`src/rtl/ps2_scancode_decoder.sv`:
```
// ps2_scancode_decoder
// Turns the raw PS/2 Set-2 byte stream into single key events carrying a
// code, an extended (E0) flag and a make/break (F0) flag. It also tracks
// held flags for the MiniPaint cursor keys and the space (draw) key.
// Optional build macro: PS2_TYPEMATIC_FILTER_EN suppresses typematic
// repeats of the most recently emitted make.

module ps2_scancode_decoder #(
  parameter int TIMEOUT_CYCLES = 2500000
) (
  input  logic       CLOCK_50,
  input  logic       reset,
  input  logic [7:0] received_data,
  input  logic       received_data_en,
  output logic       key_valid,
  output logic [7:0] key_code,
  output logic       key_extended,
  output logic       key_released,
  output logic [4:0] key_held,
  output logic       protocol_err
);

  typedef enum logic [2:0] {
    IDLE,
    GOT_E0,
    GOT_F0,
    GOT_E0F0,
    SKIP_E1
  } state_t;

  localparam logic [21:0] TIMEOUT_LAST = 22'(TIMEOUT_CYCLES - 1);

  state_t      state_q, state_d;
  logic [2:0]  skipCnt_q, skipCnt_d;
  logic [21:0] idleCnt_q, idleCnt_d;

  logic        keyValid_q, keyValid_d;
  logic [7:0]  keyCode_q, keyCode_d;
  logic        keyExt_q, keyExt_d;
  logic        keyRel_q, keyRel_d;
  logic [4:0]  held_q, held_d;
  logic        protoErr_q, protoErr_d;

  logic        emitMake;
  logic        emitBreak;
  logic        emitExt;
  logic        errPulse;
  logic        suppress;

`ifdef PS2_TYPEMATIC_FILTER_EN
  logic        recValid_q, recValid_d;
  logic        recExt_q, recExt_d;
  logic [7:0]  recCode_q, recCode_d;
  logic        recMatch;
`endif

  // Held-flag bit for a given {ext, code}: bit 0 up, 1 down, 2 left,
  // 3 right, 4 space. Zero for keys that are not tracked.
  function automatic logic [4:0] heldMask(input logic ext, input logic [7:0] code);
    heldMask = 5'b00000;
    if (!ext) begin
      if (code == 8'h29) heldMask = 5'b10000;
    end else begin
      case (code)
        8'h75:   heldMask = 5'b00001;
        8'h72:   heldMask = 5'b00010;
        8'h6B:   heldMask = 5'b00100;
        8'h74:   heldMask = 5'b01000;
        default: heldMask = 5'b00000;
      endcase
    end
  endfunction

  // Prefix tracking: decides the next state and whether the current byte
  // completes a make, a break, or a malformed sequence. A byte always wins
  // over a coincident timeout because the timeout branch only runs on
  // cycles without a strobe.
  always_comb begin
    state_d   = state_q;
    skipCnt_d = skipCnt_q;
    idleCnt_d = idleCnt_q;
    emitMake  = 1'b0;
    emitBreak = 1'b0;
    emitExt   = 1'b0;
    errPulse  = 1'b0;
    if (received_data_en) begin
      idleCnt_d = '0;
      case (state_q)
        IDLE: begin
          if (received_data == 8'hE0) begin
            state_d = GOT_E0;
          end else if (received_data == 8'hF0) begin
            state_d = GOT_F0;
          end else if (received_data == 8'hE1) begin
            state_d   = SKIP_E1;
            skipCnt_d = 3'd7;
          end else if (received_data == 8'hAA || received_data == 8'hFA ||
                       received_data == 8'hFE || received_data == 8'hEE ||
                       received_data == 8'h00 || received_data == 8'hFF) begin
            state_d = IDLE;
          end else begin
            emitMake = 1'b1;
          end
        end
        GOT_E0: begin
          state_d = IDLE;
          if (received_data == 8'hF0) begin
            state_d = GOT_E0F0;
          end else if (received_data == 8'h12 || received_data == 8'h59) begin
            state_d = IDLE;
          end else if (received_data == 8'hE0 || received_data == 8'hE1 ||
                       received_data >= 8'hAA) begin
            errPulse = 1'b1;
          end else begin
            emitMake = 1'b1;
            emitExt  = 1'b1;
          end
        end
        GOT_F0: begin
          state_d = IDLE;
          if (received_data == 8'hE0 || received_data == 8'hE1 ||
              received_data == 8'hF0) begin
            errPulse = 1'b1;
          end else begin
            emitBreak = 1'b1;
          end
        end
        GOT_E0F0: begin
          state_d = IDLE;
          if (received_data == 8'h12 || received_data == 8'h59) begin
            state_d = IDLE;
          end else if (received_data == 8'hE0 || received_data == 8'hE1 ||
                       received_data == 8'hF0) begin
            errPulse = 1'b1;
          end else begin
            emitBreak = 1'b1;
            emitExt   = 1'b1;
          end
        end
        SKIP_E1: begin
          skipCnt_d = skipCnt_q - 3'd1;
          if (skipCnt_q <= 3'd1) begin
            skipCnt_d = 3'd0;
            state_d   = IDLE;
          end
        end
        default: begin
          state_d   = IDLE;
          skipCnt_d = 3'd0;
        end
      endcase
    end else if (state_q != IDLE) begin
      if (idleCnt_q == TIMEOUT_LAST) begin
        state_d   = IDLE;
        skipCnt_d = 3'd0;
        idleCnt_d = '0;
        errPulse  = 1'b1;
      end else begin
        idleCnt_d = idleCnt_q + 22'd1;
      end
    end else begin
      idleCnt_d = '0;
    end
  end

  // Event outputs: loads the key fields and updates held flags when an
  // event is emitted; the typematic record, when built in, can veto makes.
  always_comb begin
    keyValid_d = 1'b0;
    keyCode_d  = keyCode_q;
    keyExt_d   = keyExt_q;
    keyRel_d   = keyRel_q;
    held_d     = held_q;
    protoErr_d = errPulse;
    suppress   = 1'b0;
`ifdef PS2_TYPEMATIC_FILTER_EN
    recValid_d = recValid_q;
    recExt_d   = recExt_q;
    recCode_d  = recCode_q;
    recMatch   = recValid_q && (recExt_q == emitExt) && (recCode_q == received_data);
    if (emitMake) begin
      if (recMatch) begin
        suppress = 1'b1;
      end else begin
        recValid_d = 1'b1;
        recExt_d   = emitExt;
        recCode_d  = received_data;
      end
    end else if (emitBreak && recMatch) begin
      recValid_d = 1'b0;
    end
`endif
    if ((emitMake && !suppress) || emitBreak) begin
      keyValid_d = 1'b1;
      keyCode_d  = received_data;
      keyExt_d   = emitExt;
      keyRel_d   = emitBreak;
      if (emitMake) begin
        held_d = held_q | heldMask(emitExt, received_data);
      end else begin
        held_d = held_q & ~heldMask(emitExt, received_data);
      end
    end
  end

  // State and output registers; reset drops any pending prefix.
  always_ff @(posedge CLOCK_50) begin
    if (reset) begin
      state_q    <= IDLE;
      skipCnt_q  <= 3'd0;
      idleCnt_q  <= '0;
      keyValid_q <= 1'b0;
      keyCode_q  <= 8'h00;
      keyExt_q   <= 1'b0;
      keyRel_q   <= 1'b0;
      held_q     <= 5'b00000;
      protoErr_q <= 1'b0;
    end else begin
      state_q    <= state_d;
      skipCnt_q  <= skipCnt_d;
      idleCnt_q  <= idleCnt_d;
      keyValid_q <= keyValid_d;
      keyCode_q  <= keyCode_d;
      keyExt_q   <= keyExt_d;
      keyRel_q   <= keyRel_d;
      held_q     <= held_d;
      protoErr_q <= protoErr_d;
    end
  end

`ifdef PS2_TYPEMATIC_FILTER_EN
  // Typematic record of the last emitted make.
  always_ff @(posedge CLOCK_50) begin
    if (reset) begin
      recValid_q <= 1'b0;
      recExt_q   <= 1'b0;
      recCode_q  <= 8'h00;
    end else begin
      recValid_q <= recValid_d;
      recExt_q   <= recExt_d;
      recCode_q  <= recCode_d;
    end
  end
`endif

  assign key_valid    = keyValid_q;
  assign key_code     = keyCode_q;
  assign key_extended = keyExt_q;
  assign key_released = keyRel_q;
  assign key_held     = held_q;
  assign protocol_err = protoErr_q;

endmodule

```
`config.mk`:
```
export PLATFORM = sky130hd
export DESIGN_NAME = ps2_scancode_decoder
export DESIGN_NICKNAME = d
export VERILOG_FILES = /design/src/rtl/ps2_scancode_decoder.sv
export SDC_FILE = /design/constraint.sdc
export NUM_CORES = 1
export LEC_CHECK = 0
export CAP_MARGIN = 20
export CORE_MARGIN = 8
export CORE_UTILIZATION = 45
export DETAILED_ROUTE_END_ITERATION = 16
export GPL_ROUTABILITY_DRIVEN = 0
export GPL_TIMING_DRIVEN = 0
export PLACE_DENSITY = 0.66
export SLEW_MARGIN = 10
export SYNTH_ARGS = -nofsm -noshare
export SYNTH_HDL_FRONTEND = slang
export SYNTH_SLANG_ARGS = --single-unit
```
`constraint.sdc`:
```
create_clock -name CLOCK_50 -period 5.1 [get_ports CLOCK_50]
set_input_delay 0.765 -clock CLOCK_50 [delete_from_list [all_inputs] [get_ports CLOCK_50]]
set_output_delay 0.765 -clock CLOCK_50 [all_outputs]
set_load 0.02 [all_outputs]
```
-- After elaboration in Yosys (flattened, before gate mapping)
Index checks and enable logic that the tools add are counted.
- multiply operators: 0
- order comparisons: 2
- reductions and logical operators: 19
- mux-type cells: 49
- bitwise logic cells: 4
- div/mod/pow operators: 0
- add/subtract/negate cells: 2
- shift-type cells: 0
- equal/unequal tests: 26
- operators by type and width (kind ; count):
    8-bit equality test (second input constant) ; 8
    8-bit by 7-bit equality test with 1-bit output (second input constant) ; 5
    3-bit two-way mux ; 13
    5-bit two-way mux ; 7
    22-bit by 1-bit adder with 22-bit output (second input constant) ; 1
    22-bit equality test (second input constant) ; 1
    1-bit two-way mux ; 21
    3-bit one-hot mux with 3 select lines ; 2
    4-bit one-hot mux with 4 select lines ; 1
    3-bit inequality test (second input constant) ; 4
    1-bit logical OR ; 10
    8-bit by 5-bit equality test with 1-bit output (second input constant) ; 1
    8-bit by 6-bit equality test with 1-bit output (second input constant) ; 1
    8-bit greater-or-equal comparator (second input constant) ; 1
    8-bit zero test ; 1
    3-bit by 2-bit equality test with 1-bit output (second input constant) ; 2
    6-bit inequality test (second input constant) ; 1
    1-bit one-hot mux with 2 select lines ; 3
    6-bit AND reduction ; 1
    5-bit AND ; 1
    5-bit inverter ; 1
    5-bit bitwise OR ; 1
    4-bit AND reduction ; 1
    2-bit nonzero test ; 2
    other kinds (12) ; 12
- memory bits (writable): 0
- logic and storage cells: 111
- bits of input ports: 11
- bits in registers: 45
- latch bits: 0
- memories: 0
- ROM bits: 0

-- Logic depth before layout (Yosys ltp)
Gate-level depths: netlist of run 1.
- depth after elaboration: 17
- mapped depth: 7
- mapped depth without buffers: 7

-- Worst setup path after synthesis of run 1
No wires, ideal clock.
- path kind: in2reg
- start: input received_data[5]
- end: register keyCode_q[0], in the netlist key_code[0]
- path buffers: 2
- stages on the path: 7
- setup time: 72 ps
- arrival time: 2285 ps
- path slack: 2743 ps
- path through: buf_2 -> or4b_1 -> a21oi_2 -> a211o_1 -> nor3b_2 -> buf_4 -> mux2i_1
- word-level cells in the longest chain between the ends: 13
- elaborated cells between the ends (all ways): 35
- those cells by class: order compare (1); eq/ne (10); mux (13); reduce/logical (11)
- RTL lines (what ; RTL line ; RTL):
    start: declaration ; 13 ; input logic [7:0] received_data,
    8-bit equality test ; 97 ; end else if (received_data == 8'hAA || received_data == 8'hFA ||
    1-bit logical OR (2 in series) ; 97 ;
    1-bit logical OR (2 in series) ; 98 ; received_data == 8'hFE || received_data == 8'hEE ||
    1-bit logical OR ; 99 ; received_data == 8'h00 || received_data == 8'hFF) begin
    1-bit two-way mux ; 97 ;
    1-bit two-way mux ; 94 ; end else if (received_data == 8'hE1) begin
    1-bit two-way mux ; 92 ; end else if (received_data == 8'hF0) begin
    1-bit two-way mux ; 90 ; if (received_data == 8'hE0) begin
    1-bit one-hot mux with 2 select lines ; 88 ; case (state_q)
    1-bit two-way mux ; 86 ; if (received_data_en) begin
    1-bit logical OR * ; 193 ; if ((emitMake && !suppress) || emitBreak) begin
    end signal: assignment ; 223 ; keyCode_q <= keyCode_d;
    end: declaration ; 38 ; logic [7:0] keyCode_q, keyCode_d;
Every way passes the cells marked *; elsewhere a longest branch is shown, timed or not.
A chain may end at the register's enable or synchronous reset.

-- Worst setup path after layout of run 1
- start: input received_data[3]
- end: register keyCode_q[3], in the netlist key_code[3]
- word-level cells in the longest chain between the ends: 13
- elaborated cells between the ends (all ways): 35
- those cells by class: order compare (1); eq/ne (10); mux (13); reduce/logical (11)
- RTL lines (what ; RTL line):
    8-bit equality test ; 97
    1-bit logical OR (2 in series) ; 97
    1-bit logical OR (2 in series) ; 98
    1-bit logical OR ; 99
    1-bit two-way mux ; 97
    1-bit two-way mux ; 94
    1-bit two-way mux ; 92
    1-bit two-way mux ; 90
    1-bit one-hot mux with 2 select lines ; 88
    1-bit two-way mux ; 86
    1-bit logical OR ; 193
Parallel ways exist; a longest one is shown, timed or not.

==> run metrics, run 1 <==
total iterations of the first detailed-routing run=4; CP startpoint kind=input pin; Synth top cells by count=46 x nor2_1, 45 x dfxtp_1, 19 x nand2_1, 18 x nand2b_1, 15 x xnor2_1; die area=8162 um2; Synth cell types=56; fin worst setup slack=2.317 ns; CTS Buf Count=5; htree depth=2; Synth Instances=300; Hold Path Stages=1; Primary FF master, synth=dfxtp_1; Placement Setup Slack=2.059 ns; GRT Util Overall=13.71%; antenna violations before repair=0; Synth async-reset ratio=0%; Starting DRT DRC Count=121; Pins Over Slew Limit=0; Nets=346; # rows=27; CTS resizes=0; Worst Setup End Kind=flip-flop; Via density=5.428; relative slew slack=49.76%; Slew @ Worst Pin=0.7473 ns; Worst-Skew Late Latency=0.30 ns; Synth Register Bits=45; Synth top area share=36.22%; Synth area leader=dfxtp_1; placed wire-length estimate=4.012 mm; Detail Route Antenna Nets=0; P_leak=0.9405 nW; Slowest-stage cell, CP=clkdlybuf4s50_1; synth warn=0; final setup violation count=0; I/O pins=28; Switching Share=23.06%; Die Span X=90.35 um; gr ovfl total=0; Flop pwr share=52.1%; initial core utilization=45.73%; sequence of cells on the critical path=clkdlybuf4s50_1 > clkbuf_1 > nand4b_1 > a21oi_2 > a211o_1 > nor3b_2 > buf_4 > mux2i_1; sw power=0.1584 mW; Port Buffers=25; cells on worst reg2reg path=6; area delta synth->final=17.86%; Fmax achieved=359.3 MHz; Reg clk slew, reported paths=0.08 ns; fin crit share=54.57%; maximum vdd drop=0.1603 mV; Worst R2R Setup Slack=2.79 ns; # diodes=0; top post-synthesis cells by area=dfxtp_1 36%, nor2_1 6.9%, xnor2_1 5.3%, nand2b_1 4.5%, mux2i_1 3.2%; clock power share=37.8%; post-CTS setup repair buffer count=0; top-count cell post-synth=nor2_1; Syn Area/Cell=8.291 um2; final hold viol count=0; pwr dens=234.3 nW/um2; post-cts hold buffer count=0; die height=90.35 um; Logic pwr share=10.0%; first-pass GRT wire length=9.584 mm; max incr delay on CP=0.53 ns; number of synthesized flops with an enable pin=0; DR vias=2193; min Tclk post-route=2.783 ns; critical path required time=5.32 ns; sequential cell area fraction in the yosys report=36.22%; number of global-route vias before repair=2031; Root Buffer=clkbuf_8; status=finished, final reports clean; wire length per cell=13.73 um; FF-to-FF Start=idleCnt_q[0]; Clock Skew=0.01254 ns; worst path arrival time=3.01 ns; reg2reg end=state_q[0]; CTS max path bufs=2; core area=5439 um2; largest net degree at the start of global routing=14; TritonCTS clock tree=built; CP Max Fanout=10; Pint=0.5285 mW; synthesized net count=314; layout cells sized above 1=9.036%; Setup TNS=0 ns; critical path class=input pin to flip-flop; final wirelength=5.548 mm; max cap viols=0; RSZ-0062 raised after global routing=no; Design Power=0.6869 mW; Worst Hold Class=flip-flop to flip-flop; Synth Cell Area=2487 um2; Worst Hold Path EP=idleCnt_q[0]; Hold Startpoint=idleCnt_q[0]; DRC=0; clk sinks=45
## power groups by stage
stage / clock network [mW] / registers (mW) / logic (mW)
floorplan: 0 / 0.372 / 0.0357
global placement: 0 / 0.366 / 0.0682
detailed placement: 0 / 0.366 / 0.0685
CTS: 0.267 / 0.358 / 0.0690
global route: 0.283 / 0.359 / 0.0748
finish: 0.260 / 0.358 / 0.0689
## routing by layer
layer  up-vias  GRT usage [%]  wire [um]
li1       1119              -          -
met1      1033          18.62       2823
met2        34          20.61       2426
met3         7          3.741        243
met4         0          3.745         54
met5         -              0          0
## worst max path at each step
| stage | startpoint | to | slack, ns | cells past startpoint |
|---|---|---|---|---|
| global route | received_data[1] | key_code[7] | 2.22 | 7 |
| finish | received_data[3] | key_code[3] | 2.32 | 8 |
| CTS | received_data[1] | key_code[3] | 2.35 | 7 |
| global placement | received_data[0] | key_extended | 2.01 | 8 |
| floorplan | received_data[5] | key_code[0] | 2.74 | 7 |
| detailed placement | received_data[0] | key_extended | 2.06 | 8 |
## area by class of cell
| class | instances | area, um2 |
|---|---|---|
| plain buffers | 19 | 108.9 |
| flip-flops and latches | 45 | 900.9 |
| well taps | 72 | 90.09 |
| clock buffers | 5 | 68.82 |
| fillers | 519 | 2507 |
| multi-input cells | 223 | 1429 |
| clock inverters | 2 | 35.03 |
| repair buffers | 25 | 250.2 |
| inverters | 13 | 48.80 |
## cell families after synthesis
logic type | synth area share, %
AO/OA/AOI/OAI | 12.37
XOR/XNOR | 7.042
adder cells (fa/ha/maj) | 1.509
buffers and inverters | 6.338
flip-flops | 36.22
multiplexers | 3.219
AND/OR/NAND/NOR | 33.30
## critical path, delay by kind of cell
family	cells	cell delay, ns
AOI/OAI and AO/OA	2	0.53
muxes	1	0.20
buffers and inverters	3	1.13
and+or+nand+nor	2	0.38
## cells in the final DEF (no fill, tap or decap), types with 3 or more instances in the layout
cell type,count
nor2_1,46
dfxtp_1,45
clkdlybuf4s50_1,25
nand2_1,19
nand2b_1,18
xnor2_1,15
inv_1,13
nor3_1,13
clkbuf_1,9
nand3_1,9
mux2i_1,8
a21oi_1,7
o21ai_0,7
nor4_1,7
buf_2,5
nor2b_1,5
nand4_1,5
xor2_1,5
clkbuf_8,5
a211oi_1,4
or4_1,4
buf_6,3
a31o_2,3
ha_1,3
## through the flow
stage                     std cells  hold slack, ns  utilization (%)  instance area, um2
final                           404          0.4684            53.90                2932
after global routing            404          0.4937            53.90                2932
after CTS                       404          0.4734            53.90                2932
after detailed placement        397          0.4535            51.99                2828
after global placement          397          0.4444            51.99                2828
after floorplan                 300          0.4296                -                2487
Note: power is estimated with default switching activity, not from simulation.
==> run 2, diff against run 1 <==
--- a/config.mk
+++ b/config.mk
@@ -11,7 +11,7 @@
 export DETAILED_ROUTE_END_ITERATION = 16
 export GPL_ROUTABILITY_DRIVEN = 0
 export GPL_TIMING_DRIVEN = 0
-export PLACE_DENSITY = 0.66
+export PLACE_DENSITY = 0.69
 export SLEW_MARGIN = 10
 export SYNTH_ARGS = -nofsm -noshare
 export SYNTH_HDL_FRONTEND = slang
==> constraint.sdc (replaced) <==
create_clock -name CLOCK_50 -period 2.3 [get_ports CLOCK_50]
set_input_delay 0.345 -clock CLOCK_50 [delete_from_list [all_inputs] [get_ports CLOCK_50]]
set_output_delay 0.345 -clock CLOCK_50 [all_outputs]
set_load 0.02 [all_outputs]
==> run metrics, run 2 (synthesis results as in run 1) <==
pwr dens=492.8 nW/um2; Pins Over Slew Limit=0; I/O pins=28; layout cells sized above 1=10.81%; Core Util, Final=54.29%; Root Buffer=clkbuf_8; placed wire-length estimate=3.878 mm; Starting DRT DRC Count=157; most frequent cells in the layout=46 x nor2_1, 45 x dfxtp_1, 24 x clkdlybuf4s50_1; min Tclk post-route=2.209 ns; largest net degree at the start of global routing=16; total iterations of the first detailed-routing run=4; Detail Route Antenna Nets=0; gr ovfl total=0; number of global-route vias before repair=1983; fin crit share=96.04%; GRT Util Overall=13.23%; worst path arrival time=2.44 ns; antenna violations before repair=0; P_leak=0.9483 nW; area delta synth->final=18.71%; hold_ws=0.3846 ns; CP startpoint kind=input pin; # diodes=0; # rows=27; relative slew slack=56.85%; post-cts hold buffer count=0; initial core utilization=45.73%; Setup TNS=0 ns; final instance area=2953 um2; Worst-Skew Late Latency=0.30 ns; die area=8162 um2; CP Max Fanout=10; Fmax achieved=452.7 MHz; wire length per cell=13.15 um; DR vias=2176; fillers=521; Clock Skew=0.007369 ns; maximum vdd drop=0.2331 mV; Worst Hold Class=input pin to flip-flop; TritonCTS clock tree=built; Nets=346; max cap viols=0; Reg clk slew, reported paths=0.08 ns; status=finished, final reports clean; clk sinks=45; first-pass GRT wire length=9.218 mm; RSZ-0062 raised after global routing=no; core area=5439 um2; htree depth=2; die height=90.35 um; Reg area=900.9 um2; Die Span X=90.35 um; Slew @ Worst Pin=0.6456 ns; final setup violation count=0; Port Buffers=25; CTS Buf Count=5; DRC=0; critical path class=input pin to flip-flop; footprint of the multi-input gates=1459 um2; Worst Setup End Kind=flip-flop; Area after DPL=2828 um2; final wirelength=5.326 mm; critical path required time=2.54 ns; Via density=5.373; CTS max path bufs=2; final hold viol count=0; most common cell after layout, fill and taps aside=nor2_1
-- run 2: cell types whose count changed in the layout (fill, tap and decap cells not counted), sizes merged --
cell and delta:
bufinv -1, clkdlybuf4s50 -1, clkinvlp +1, dlymetal6s2s +1
inv +1
-- run 2: power breakdown --
group | switching [mW] | total [mW] | internal, mW
combinational | 0.0860 | 0.154 | 0.0681
clock | 0.291 | 0.507 | 0.216
sequential | 0.00478 | 0.794 | 0.789
total | 0.382 | 1.46 | 1.07
-- run 2: final timing paths --
path / slack [ns] / from / to / depth (start not counted)
setup / recovery: 0.09 / received_data[3] / key_code[3] / 7
hold / removal: 0.38 / received_data[5] / key_code[5] / 3
setup reg to reg: 0.12 / idleCnt_q[0] / skipCnt_q[1] / 6
hold reg to reg: 0.47 / idleCnt_q[0] / idleCnt_q[0] / 1
-- run 2: timing repair --
item	CTS	global route
pin swaps	0	2
endpoints found under the setup margin	9	37
buffers inserted	0	0
gates resized for setup	1	11
-- run 2: layout make-up --
cell class	instances	area share, %
well taps	72	3.051
flip-flops and latches	45	30.51
repair buffers	25	8.559
multi-input cells	223	49.41
plain buffers	19	3.771
clock inverters	3	0.7203
clock buffers	5	2.331
inverters	13	1.653
-- run 2: routing by layer --
metal / part of all wire [%] / track usage [%] / vias up
met3: 4.8 / 4.239 / 8
met2: 42 / 19.39 / 44
met1: 51 / 17.58 / 1004
li1: - / - / 1120
met4: 1.8 / 4.854 / 0
met5: 0 / 0 / -
-- run 2: critical path: stages --
cell and delay (ns):
clkdlybuf4s50_1 0.45, or4b_1 0.58, a21oi_4 0.24, a211o_1 0.19, nor3b_2 0.21, buf_4 0.24
mux2i_1 0.19
-- run 2: stage by stage --
| stage | setup WS [ns] | power, mW | cells |
|---|---|---|---|
| final | 0.09116 | 1.455 | 405 |
| after CTS | 0.005604 | 1.478 | 405 |
| after global routing | 0.007187 | 1.529 | 405 |
| after global placement | -0.3491 | 0.9626 | 397 |
| after floorplan | 0.2263 | 0.9046 | 300 |
| after detailed placement | -0.3577 | 0.9628 | 397 |
==> run 3, diff against run 2 <==
--- a/config.mk
+++ b/config.mk
@@ -6,12 +6,11 @@
 export NUM_CORES = 1
 export LEC_CHECK = 0
 export CAP_MARGIN = 20
-export CORE_MARGIN = 8
 export CORE_UTILIZATION = 45
 export DETAILED_ROUTE_END_ITERATION = 16
+export DONT_BUFFER_PORTS = 1
 export GPL_ROUTABILITY_DRIVEN = 0
 export GPL_TIMING_DRIVEN = 0
-export PLACE_DENSITY = 0.69
 export SLEW_MARGIN = 10
 export SYNTH_ARGS = -nofsm -noshare
 export SYNTH_HDL_FRONTEND = slang
==> run metrics, run 3 (synthesis results as in run 1) <==
final hold viol count=0; I/O pins=28; # rows=26; max cap viols=0; Fmax achieved=449.8 MHz; DR vias=2115; first-pass GRT wire length=9.287 mm; die area=5829 um2; sequence of cells on the critical path=ha_4 > nand4_1 > or4_4 > o41a_1 > buf_4 > nor3_2 > nor3_1; status=finished, final reports clean; critical path required time=2.49 ns; largest net degree at the start of global routing=17; area delta synth->final=9.356%; CTS Buf Count=5; gr ovfl total=0; Non-Filler Instances=379; Clock Skew=0.01248 ns; Starting DRT DRC Count=75; Root Buffer=clkbuf_8; met3 WL=235 um; relative slew slack=62.11%; antenna violations before repair=0; Area after DPL=2575 um2; Die Span X=76.35 um; Nets=322; htree depth=2; DRC=0; cells on worst reg2reg path=7; Port Buffers=0; maximum vdd drop=0.2698 mV; RSZ-0062 raised after global routing=no; fin crit share=96.67%; Slowest-stage cell, CP=or4_4; Worst-Skew Late Latency=0.31 ns; Hold Startpoint=reset; Worst R2R Setup Slack=0.08 ns; number of global-route vias before repair=1938; CTS max path bufs=2; Hold Path Stages=2; clk sinks=45; CP Max Fanout=5; pwr dens=524.1 nW/um2; Buf/Inv on CP=1; Detail Route Antenna Nets=0; placed wire-length estimate=3.807 mm; most common cell after layout, fill and taps aside=nor2_1; TritonCTS clock tree=built; highest layer used for signal routing=met4; M1 WL=2.868 mm; reg2reg end=state_q[1]; FF-to-FF Start=idleCnt_q[0]; P_leak=0.8499 nW; most frequent cells in the layout=46 x nor2_1, 43 x dfxtp_1, 19 x nand2_1; Slew @ Worst Pin=0.5669 ns; critical path class=flip-flop to flip-flop; die height=76.35 um; Largest delay share family, worst path=simple AND/OR/NAND/NOR gates; max incr delay on CP=0.57 ns; # diodes=0; final setup violation count=0; fin worst setup slack=0.07662 ns; layout cells sized above 1=12.30%; core area=5205 um2; wire length per cell=14.26 um; final instance area=2720 um2; Via density=5.580; worst path arrival time=2.42 ns; final wirelength=5.406 mm; Worst Setup End Kind=flip-flop; total iterations of the first detailed-routing run=4; min Tclk post-route=2.223 ns; WL met2=2.251 mm; placed cells=370; CP startpoint kind=flip-flop; initial core utilization=47.79%; Worst Hold Path EP=skipCnt_q[2]; Placement Setup Slack=-0.02273 ns; GRT Util Overall=19.59%; Worst Hold Class=input pin to flip-flop; fillers=511; Pins Over Slew Limit=0; Reg clk slew, reported paths=0.10 ns
-- run 3: changes by cell type in the layout (fill, tap and decap cells not counted), sizes merged --
cell,previous run,this run
clkdlybuf4s50,24,0
buf,9,10
dlymetal6s2s,1,0
-- run 3: metrics by stage --
stage	TNS [ns]	utilization, %	total power [mW]	hold slack [ns]
5_1_grt	0	52.26	1.492	0.2062
3_5_place_dp	-0.03470	49.47	0.9274	0.4682
3_3_place_gp	-0.01477	49.47	0.9264	0.4444
6_report	0	52.26	1.426	0.2122
4_1_cts	0	51.32	1.440	0.2034
2_1_floorplan	0	-	0.9046	0.4296
-- run 3: worst max-delay path by stage --
stage | from | endpoint | slack, ns | cells after the start
6_report | idleCnt_q[0] | state_q[1] | 0.08 | 7
5_1_grt | idleCnt_q[0] | state_q[1] | 0.003 | 7
4_1_cts | idleCnt_q[0] | idleCnt_q[18] | 0.01 | 7
3_5_place_dp | idleCnt_q[0] | skipCnt_q[1] | -0.02 | 6
3_3_place_gp | idleCnt_q[0] | skipCnt_q[1] | -0.01 | 6
2_1_floorplan | idleCnt_q[0] | skipCnt_q[0] | 0.23 | 6
-- run 3: cell type report --
class | instances | area [um2] | area share, %
sequential | 45 | 905.9 | 33.30
clock inverter | 3 | 25.02 | 0.9200
multi-input combinational | 223 | 1468 | 53.96
tap | 70 | 87.58 | 3.220
inverter | 13 | 48.80 | 1.794
clock buffer | 5 | 68.82 | 2.530
buffer | 19 | 108.9 | 4.002
timing repair buffer | 1 | 7.507 | 0.2760
-- run 3: metal layers --
metal / up-vias / GRT usage, %
met3: 4 / 5.030
li1: 1074 / -
met5: - / 0
met1: 1002 / 28.96
met4: 0 / 6.538
met2: 35 / 27.21
-- run 3: repair_timing --
item	CTS	global route
gates cloned	0	0
endpoints found under the setup margin	6	36
pin swaps	1	3
setup buffers	0	1
hold buffers	0	0
resized for setup	1	9
-- run 3: worst reg2reg max path: stages (launching register included) --
cell and delay [ns]:
dfxtp_4 0.38, ha_4 0.15, nand4_1 0.15, or4_4 0.57
o41a_1 0.49, buf_4 0.18, nor3_2 0.11, nor3_1 0.07
-- run 3: report_power, final --
group / internal [mW] / switching (mW) / leakage (nW)
clock: 0.220 / 0.294 / 0.0447
combinational: 0.0406 / 0.0649 / 0.440
sequential: 0.788 / 0.0190 / 0.365
